### src/rtl/sync_word_deframer_if.sv
// rtl/sync_word_deframer_if.sv - bit-stream input and payload word output handshake bundle
interface sync_word_deframer_if;
    logic [15:0] shift_word;
    logic        bit_valid;
    logic [15:0] word_out;
    logic        word_valid;
    logic        word_ready;
    logic        first_word;

    modport master (
        input  shift_word,
        input  bit_valid,
        input  word_ready,
        output word_out,
        output word_valid,
        output first_word
    );

    modport slave (
        output shift_word,
        output bit_valid,
        output word_ready,
        input  word_out,
        input  word_valid,
        input  first_word
    );
endinterface

### src/rtl/sync_word_deframer.sv
// rtl/sync_word_deframer.sv - sync hunt, 16-bit payload slicing and 2-entry word FIFO
module sync_word_deframer #(
    parameter logic [15:0] SYNC_WORD       = 16'hA5C3,
    parameter int          WORDS_PER_FRAME = 4
) (
    input  logic                    sh_clk,
    input  logic                    reset,
    sync_word_deframer_if.master    dfr,
    input  logic                    clr_ovf,
    output logic                    locked,
    output logic                    frame_done,
    output logic                    overflow
);
    localparam logic [7:0] LAST_IDX = 8'(WORDS_PER_FRAME - 1);

    typedef enum logic {HUNT, PAYLOAD} state_t;

    state_t      state, state_n;
    logic [3:0]  bit_cnt;
    logic [7:0]  word_cnt;
    logic        capture, last_word;

    logic [15:0] d0, d1, d0_n, d1_n;
    logic        f0, f1, f0_n, f1_n;
    logic [1:0]  cnt, cnt_n;
    logic        pop, drop;

    always_comb begin
        state_n   = state;
        capture   = 1'b0;
        last_word = 1'b0;
        case (state)
            HUNT: begin
                if (dfr.bit_valid && dfr.shift_word == SYNC_WORD)
                    state_n = PAYLOAD;
            end
            PAYLOAD: begin
                if (dfr.bit_valid && bit_cnt == 4'd15) begin
                    capture = 1'b1;
                    if (word_cnt == LAST_IDX) begin
                        last_word = 1'b1;
                        state_n   = HUNT;
                    end
                end
            end
            default: state_n = HUNT;
        endcase
    end

    // Pop first so a capture into a full FIFO that is draining the same cycle is kept.
    always_comb begin
        d0_n  = d0;
        d1_n  = d1;
        f0_n  = f0;
        f1_n  = f1;
        cnt_n = cnt;
        drop  = 1'b0;
        pop   = (cnt != 2'd0) && dfr.word_ready;
        if (pop) begin
            if (cnt == 2'd2) begin
                d0_n = d1;
                f0_n = f1;
            end
            cnt_n = cnt - 2'd1;
        end
        if (capture) begin
            if (cnt_n == 2'd0) begin
                d0_n  = dfr.shift_word;
                f0_n  = (word_cnt == 8'd0);
                cnt_n = 2'd1;
            end else if (cnt_n == 2'd1) begin
                d1_n  = dfr.shift_word;
                f1_n  = (word_cnt == 8'd0);
                cnt_n = 2'd2;
            end else begin
                drop = 1'b1;
            end
        end
    end

    always_ff @(posedge sh_clk or posedge reset) begin
        if (reset) begin
            state      <= HUNT;
            bit_cnt    <= 4'd0;
            word_cnt   <= 8'd0;
            d0         <= 16'h0000;
            d1         <= 16'h0000;
            f0         <= 1'b0;
            f1         <= 1'b0;
            cnt        <= 2'd0;
            frame_done <= 1'b0;
            overflow   <= 1'b0;
        end else begin
            state      <= state_n;
            d0         <= d0_n;
            d1         <= d1_n;
            f0         <= f0_n;
            f1         <= f1_n;
            cnt        <= cnt_n;
            frame_done <= last_word;
            if (drop)
                overflow <= 1'b1;
            else if (clr_ovf)
                overflow <= 1'b0;
            // Counters restart on every HUNT bit so a fresh sync always begins at word 0, bit 0.
            if (dfr.bit_valid) begin
                if (state == HUNT) begin
                    bit_cnt  <= 4'd0;
                    word_cnt <= 8'd0;
                end else begin
                    bit_cnt <= bit_cnt + 4'd1;
                    if (capture)
                        word_cnt <= word_cnt + 8'd1;
                end
            end
        end
    end

    assign dfr.word_out   = d0;
    assign dfr.word_valid = (cnt != 2'd0);
    assign dfr.first_word = f0 && (cnt != 2'd0);
    assign locked         = (state == PAYLOAD);
endmodule

### src/flat_wrapper.sv
// flat-port wrapper written by rule: the top's interface ports become plain ports
module sync_word_deframer_flat 
#(
    parameter logic [15:0] SYNC_WORD       = 16'hA5C3,
    parameter int          WORDS_PER_FRAME = 4
)
  (sh_clk, reset, clr_ovf, locked, frame_done, overflow, dfr_shift_word, dfr_bit_valid, dfr_word_ready, dfr_word_out, dfr_word_valid, dfr_first_word);
  sync_word_deframer_if dfr_i ();
  input  logic sh_clk;
  input  logic reset;
  input  logic clr_ovf;
  output logic locked;
  output logic frame_done;
  output logic overflow;
  input wire logic [$bits(dfr_i.shift_word)-1:0] dfr_shift_word;
  input wire logic [$bits(dfr_i.bit_valid)-1:0] dfr_bit_valid;
  input wire logic [$bits(dfr_i.word_ready)-1:0] dfr_word_ready;
  output wire logic [$bits(dfr_i.word_out)-1:0] dfr_word_out;
  output wire logic [$bits(dfr_i.word_valid)-1:0] dfr_word_valid;
  output wire logic [$bits(dfr_i.first_word)-1:0] dfr_first_word;
  assign dfr_i.shift_word = dfr_shift_word;
  assign dfr_i.bit_valid = dfr_bit_valid;
  assign dfr_i.word_ready = dfr_word_ready;
  assign dfr_word_out = dfr_i.word_out;
  assign dfr_word_valid = dfr_i.word_valid;
  assign dfr_first_word = dfr_i.first_word;
  sync_word_deframer #(.SYNC_WORD(SYNC_WORD), .WORDS_PER_FRAME(WORDS_PER_FRAME)) u_core (.sh_clk(sh_clk), .reset(reset), .dfr(dfr_i), .clr_ovf(clr_ovf), .locked(locked), .frame_done(frame_done), .overflow(overflow));
endmodule
### config.mk
export PLATFORM = sky130hd
export DESIGN_NAME = sync_word_deframer_flat
export DESIGN_NICKNAME = d
export VERILOG_FILES = /design/src/rtl/sync_word_deframer_if.sv /design/src/rtl/sync_word_deframer.sv /design/src/flat_wrapper.sv
export SDC_FILE = /design/constraint.sdc
export NUM_CORES = 1
export LEC_CHECK = 0
export BUFFER_PORTS_ARGS = -buffer_cell sky130_fd_sc_hd__buf_2
export CAP_MARGIN = 25
export CORE_MARGIN = 5
export CORE_UTILIZATION = 39
export CTS_CLUSTER_SIZE = 14
export DETAILED_ROUTE_END_ITERATION = 6
export PLACE_DENSITY = 0.59
export SYNTH_ARGS = -nofsm -noshare
export SYNTH_HDL_FRONTEND = slang
export SYNTH_SLANG_ARGS = --single-unit
### constraint.sdc
create_clock -name sh_clk -period 3.2 [get_ports sh_clk]
set_input_delay 0.8 -clock sh_clk [delete_from_list [all_inputs] [get_ports sh_clk]]
set_output_delay 0.8 -clock sh_clk [all_outputs]
set_load 0.02 [all_outputs]
==> metrics.csv, run 1 <==
metric,value,unit
outcome,finished clean,
worst_setup_path_start_kind,flop,
cp.required,3.40,ns
synth_simple_gate_area_frac,0.130,
internal-power,942,uW
p_leak,1.52,nW
final.setup.worst_slack,0.879,ns
die_x,91.2,um
clk_path_buf_depth,2,
clock-sinks,51,
power_frac_comb,0.200,
r2r-start,u_core.cnt[0],
syn_area,2570,sq um
root_buffer,clkbuf_8,
gr-max-usage-layer,met2,
tightest_slew,0.634,ns
synth_compound_area_frac,0.0462,
num_io_pins,42,
avgSynthCellArea,12.7,sq um
yosys.cell_types.count,42,
fmax,0.431,GHz
clk-insertion-delay-late,0.31,ns
cts_tree,yes,
grt.overflow.total,0,
fin_crit,2.32,ns
cts_resized,0,
use_met1,0.171,
drive_gt1_frac,0.431,
path_clk_slew,0.09,ns
area_delta_synth_final,14.8,%
dp.cells,317,
synth_fa_ha_area_frac,0.0438,
hp-class,flop to flop,
io_buffers,41,
syn_inst,203,
place_congestion,0.754,
dr.pass1.iters,4,
r2r_end,u_core.dfr.word_out[9],
seq_area_frac_synth,0.496,
via_per_inst,5.35,
cap_violations,0,
drtIter0Drc,32,
worstSetupEndpointType,flop,
critPathArrivalTime,2.52,ns
grt_pass1_vias,1847,
core-area,6390,sq um
diodes,0,
grt_usage,0.132,
reg2reg_depth,7,
reg2reg_setup_slack,0.88,ns
p_per_area,448,nW/um^2
seqPwrFrac,0.501,
critPathLaunch,u_core.cnt[0],
rows,29,
routed_wirelength,5.09,mm
vias,1740,
synth_warnings,0,
antenna_found_initial,0,
fillers,611,
dieArea,8320,sq um
finalSetupTns,0,ns
grt_pass1_wl,8.97,mm
rsz0062_at_grt,false,
synth-seq-cells,51,
synthMuxAreaShare,0.250,
instances_no_fill,325,
ir_drop,0.000268,V
cts_hold_buf,0,
crit_end,u_core.dfr.word_out[9],
power.switching,381,uW
dpl_cell_area,2860,sq um
synth_top_family_by_area,multiplexers,
drc,0,
period_share,0.725,
numCtsBuffers,5,
most-common-layout-cells,"51 x dfrtp_1, 49 x mux2_2, 41 x buf_2, 11 x inv_1, 10 x nand3_1",
crit_type,flop to flop,
slew_headroom,0.577,
fin_skew,0.00701,ns
fin_area,2950,sq um
slew_viol_final,0,
mostFrequentLayoutCell,dfrtp_1,
dp_hpwl,3.57,mm
dp_slack,0.648,ns
p_clk_frac,0.299,
cts_setup_buffers,0,
syn_nets,233,
drt-wirelength-per-cell,15.6,um
start_util,0.403,
grt_max_degree,52,
gr-usage-met3,0.0397,
cp_max_fo,17,
fin_nets,277,
synth_xor_xnor_area_share,0.00340,
cts_htree_levels,2,
grt_use_met2,0.213,
hold_viol,0,
postRouteAntennaNets,0,
setup_viol,0,
switching_share,0.288,
die_h,91.2,um
-- logic make-up (layout without fill, tap and decap cells) --
group | count (synthesis) | after routing
multiplexers | 58 | 58
AO/OA/AOI/OAI | 16 | 16
adder cells (fa/ha/maj) | 9 | 9
XOR/XNOR | 1 | 1
flip-flops | 51 | 51
AND/OR/NAND/NOR | 50 | 50
buffers and inverters | 18 | 63
-- worst min-delay path by stage --
| stage | start | end | depth (start not counted) |
|---|---|---|---|
| finish | u_core.d1[5] | u_core.d1[5] | 1 |
| global route | u_core.d1[6] | u_core.d1[6] | 1 |
| CTS | u_core.d1[4] | u_core.d1[4] | 1 |
| detailed placement | u_core.d1[4] | u_core.d1[4] | 1 |
| global placement | u_core.d1[4] | u_core.d1[4] | 1 |
| floorplan | u_core.d1[0] | u_core.d1[0] | 1 |
-- per-layer routing --
layer | vias up | wire, um
met5 | - | 0
met4 | 0 | 68
met3 | 7 | 226
met2 | 31 | 2390
met1 | 867 | 2400
li1 | 835 | -
-- state kept, by name, summed over array words and instances, names as in the netlist --
signal and count:
u_core.d1 16, u_core.dfr.word_out 16, u_core.word_cnt 8, u_core.bit_cnt 4, u_core.cnt 2, u_core.f0 1, u_core.f1 1, u_core.frame_done 1
u_core.locked 1, u_core.overflow 1
-- synthesized netlist by cell type --
cell	instances	area, sq um
o21ai_0	3	15.0
buf_2	1	5.00
or4_4	1	11.3
and3_1	2	12.5
mux2_2	49	552
a31oi_1	1	6.26
o22ai_1	1	6.26
nand2b_1	7	43.8
and2_1	1	6.26
a21boi_0	1	7.51
o311ai_0	1	8.76
clkbuf_1	2	7.51
xnor2_1	1	8.76
a41oi_1	1	8.76
nor2b_1	2	12.5
nor4_1	1	6.26
or4b_4	1	13.8
mux2i_1	8	80.1
ha_1	9	113
inv_1	12	45.0
nor2_1	2	7.51
or3b_2	1	8.76
nor4bb_1	1	10.0
mux2_1	1	11.3
nand3b_1	2	15.0
a41o_1	1	10.0
nand3_1	10	50.1
dfrtp_1	51	1280
nand3_2	2	20.0
nand4_1	5	31.3
o2bb2ai_1	1	8.76
o211ai_1	4	30.0
nand2_1	2	7.51
and4_1	1	8.76
buf_4	3	22.5
o41ai_1	1	8.76
nor3_1	2	10.0
and4_2	1	10.0
and4b_1	1	10.0
or4_1	4	30.0
a22o_1	1	8.76
nor4b_1	1	8.76
-- per-stage QoR --
| step | hold slack (ns) | total power, mW | util |
|---|---|---|---|
| 2_1_floorplan | 0.475 | 0.870 | - |
| 3_3_place_gp | 0.484 | 0.941 | 0.447 |
| 3_5_place_dp | 0.491 | 0.951 | 0.447 |
| 4_1_cts | 0.514 | 1.36 | 0.463 |
| 5_1_grt | 0.524 | 1.41 | 0.463 |
| 6_report | 0.509 | 1.32 | 0.463 |
-- power by group through the flow --
| stage | Sequential, mW | Combinational [mW] | Clock, mW |
|---|---|---|---|
| CTS | 0.663 | 0.274 | 0.422 |
| detailed placement | 0.676 | 0.275 | 0 |
| global placement | 0.676 | 0.264 | 0 |
| global route | 0.665 | 0.302 | 0.447 |
| finish | 0.663 | 0.264 | 0.396 |
| floorplan | 0.675 | 0.195 | 0 |
-- area by class of cell --
| cell class | instances | area (sq um) | area share |
|---|---|---|---|
| flip-flops and latches | 51 | 1280 | 0.432 |
| multi-input cells | 134 | 1220 | 0.412 |
| repair buffers | 43 | 220 | 0.0745 |
| well taps | 77 | 96.3 | 0.0326 |
| clock buffers | 6 | 82.6 | 0.0280 |
| inverters | 12 | 45.0 | 0.0152 |
| clock inverters | 2 | 16.3 | 0.00551 |
-- critical path: stages (launching register included) --
cell and delay, ns:
dfrtp_1 0.33, inv_1 0.07, ha_1 0.23, nand2b_1 0.18
xnor2_1 0.30, ha_1 0.24, nand3_2 0.38, mux2_1 0.47
No activity file was read; power rests on OpenSTA's default activity.
==> run 2, diff against run 1 <==
--- a/config.mk
+++ b/config.mk
@@ -11,7 +11,7 @@
 export CORE_UTILIZATION = 39
 export CTS_CLUSTER_SIZE = 14
 export DETAILED_ROUTE_END_ITERATION = 6
-export PLACE_DENSITY = 0.59
+export PLACE_DENSITY = 0.61
 export SYNTH_ARGS = -nofsm -noshare
 export SYNTH_HDL_FRONTEND = slang
 export SYNTH_SLANG_ARGS = --single-unit
==> constraint.sdc (replaced) <==
create_clock -name sh_clk -period 2.1 [get_ports sh_clk]
set_input_delay 0.525 -clock sh_clk [delete_from_list [all_inputs] [get_ports sh_clk]]
set_output_delay 0.525 -clock sh_clk [all_outputs]
set_load 0.02 [all_outputs]
==> metrics.csv, run 2 (synthesized netlist as in run 1, its figures left out) <==
metric,value,unit,change
outcome,finished clean,,
final.setup.worst_slack,0.0861,ns,-0.793 ns
worst_setup_path_start_kind,flop,,
clk-insertion-delay-late,0.31,ns,about the same
routed-wl-met2,2.42,mm,+1.4%
p_per_area,708,nW/um^2,+58%
rows,29,,unchanged
drive_gt1_frac,0.461,,+0.0295
ir_drop,0.000530,V,+98%
path_clk_slew,0.10,ns,about the same
setup_viol,0,,unchanged
mostFrequentLayoutCell,dfrtp_1,,
slew_viol_final,0,,unchanged
dr.pass1.iters,4,,unchanged
crit_end,u_core.d1[14],,
drt-wirelength-per-cell,15.6,um,-0.35%
dp_slack,0.0222,ns,-0.626 ns
tightest_slew,0.459,ns,-0.175 ns
wl_met3,245,um,+8.4%
cts_htree_levels,2,,unchanged
diodes,0,,unchanged
dp_hpwl,3.56,mm,about the same
cts_hold_buf,0,,unchanged
reg2reg_setup_slack,0.09,ns,-0.79 ns
hold_viol,0,,unchanged
fin_nets,286,,+3.2%
p_leak,1.61,nW,+5.9%
routed_wirelength,5.19,mm,+2.1%
r2r-start,u_core.cnt[1],,
period_share,0.959,,+0.234
reg2reg_depth,8,,+1
cts_tree,yes,,
vias,1752,,+0.69%
grt.overflow.total,0,,unchanged
num_io_pins,42,,unchanged
fmax,0.497,GHz,+15%
die_x,91.2,um,unchanged
grt_usage,0.126,,-0.00624
via_per_inst,5.26,,-1.7%
most-common-layout-cells,"51 x dfrtp_1, 48 x mux2_2, 41 x buf_2, 11 x inv_1, 10 x nand3_1",,
root_buffer,clkbuf_8,,
fillers,606,,-0.82%
clock-sinks,51,,unchanged
hp-class,primary input to asynchronous set/reset pin,,
numCtsBuffers,5,,unchanged
dieArea,8320,sq um,unchanged
critPathArrivalTime,2.21,ns,-0.31 ns
slew_headroom,0.693,,+0.116
start_util,0.403,,unchanged
wl_met1,2.46,mm,+2.3%
drtIter0Drc,46,,+44%
r2r_end,u_core.d1[14],,
area_delta_synth_final,21.4,%,
io_buffers,41,,unchanged
antenna_found_initial,0,,unchanged
worstSetupEndpointType,flop,,
cp_max_fo,17,,unchanged
cp.required,2.30,ns,-1.10 ns
core-area,6390,sq um,unchanged
postRouteAntennaNets,0,,unchanged
clk_path_buf_depth,2,,unchanged
routed.top_layer,met4,,
critPathLaunch,u_core.cnt[1],,
place_congestion,0.770,,+2.1%
drc,0,,unchanged
crit_type,flop to flop,,
grt_pass1_vias,1771,,-4.1%
p_total,2.21,mW,+67%
fin_crit,2.01,ns,-0.307 ns
grt_max_degree,33,,-37%
cap_violations,0,,unchanged
fin_skew,0.0101,ns,+0.00306 ns
grt_pass1_wl,8.50,mm,-5.2%
die_h,91.2,um,unchanged
==> run 2: cell count changes in the layout (fill, tap and decap cells not counted), sizes merged <==
cell and delta:
bufinv +1, buf +8, clkinv -1
==> run 2: worst max-delay path, stage by stage, from the launching register on <==
cell	delay, ns
dfrtp_1	0.39
inv_1	0.07
ha_1	0.16
nand2b_4	0.14
mux2_4	0.33
ha_1	0.20
nand3_2	0.09
buf_12	0.16
mux2_2	0.34
==> run 2: report_power, final <==
group | switching [mW] | leakage, nW | internal [mW]
Clock | 0.326 | 0.0502 | 0.349
Sequential | 0.00799 | 0.698 | 1.00
Combinational | 0.272 | 0.867 | 0.255
==> run 2: what timing repair did <==
item,CTS,global route
gates resized for setup,0,5
setup endpoints to repair,0,32
setup buffers,0,1
==> run 2: worst min-delay path by stage <==
| stage | startpoint | to | slack, ns | cells after the start |
|---|---|---|---|---|
| finish | reset | u_core.dfr.word_out[0] | 0.21 | 2 |
| global route | reset | u_core.d1[4] | 0.24 | 2 |
| CTS | reset | u_core.d1[4] | 0.23 | 2 |
| detailed placement | u_core.overflow | u_core.overflow | 0.47 | 2 |
| global placement | u_core.d1[4] | u_core.d1[4] | 0.49 | 1 |
| floorplan | u_core.d1[0] | u_core.d1[0] | 0.48 | 1 |
==> run 2: layout make-up <==
cell class / instances / area [sq um] / area share
flip-flops and latches: 51 / 1280 / 0.408
multi-input cells: 134 / 1250 / 0.399
repair buffers: 52 / 355 / 0.114
well taps: 77 / 96.3 / 0.0308
clock buffers: 5 / 68.8 / 0.0220
inverters: 12 / 45.0 / 0.0144
clock inverters: 2 / 37.5 / 0.0120
==> run 2: metal layers <==
| layer | global-route usage | vias to the layer above |
|---|---|---|
| met5 | 0 | - |
| met4 | 0.0440 | 0 |
| met3 | 0.0306 | 7 |
| met2 | 0.199 | 37 |
| met1 | 0.169 | 850 |
| li1 | - | 858 |
==> run 2: metrics by stage <==
step                instance area, sq um  TNS, ns   util  instances  hold slack, ns
floorplan                           2580        0      -        203           0.475
global placement                    2960        0  0.463        324           0.486
detailed placement                  2960        0  0.463        324           0.474
CTS                                 3060        0  0.480        331           0.228
global route                        3130   -0.111  0.489        333           0.239
finish                              3130        0  0.489        333           0.213
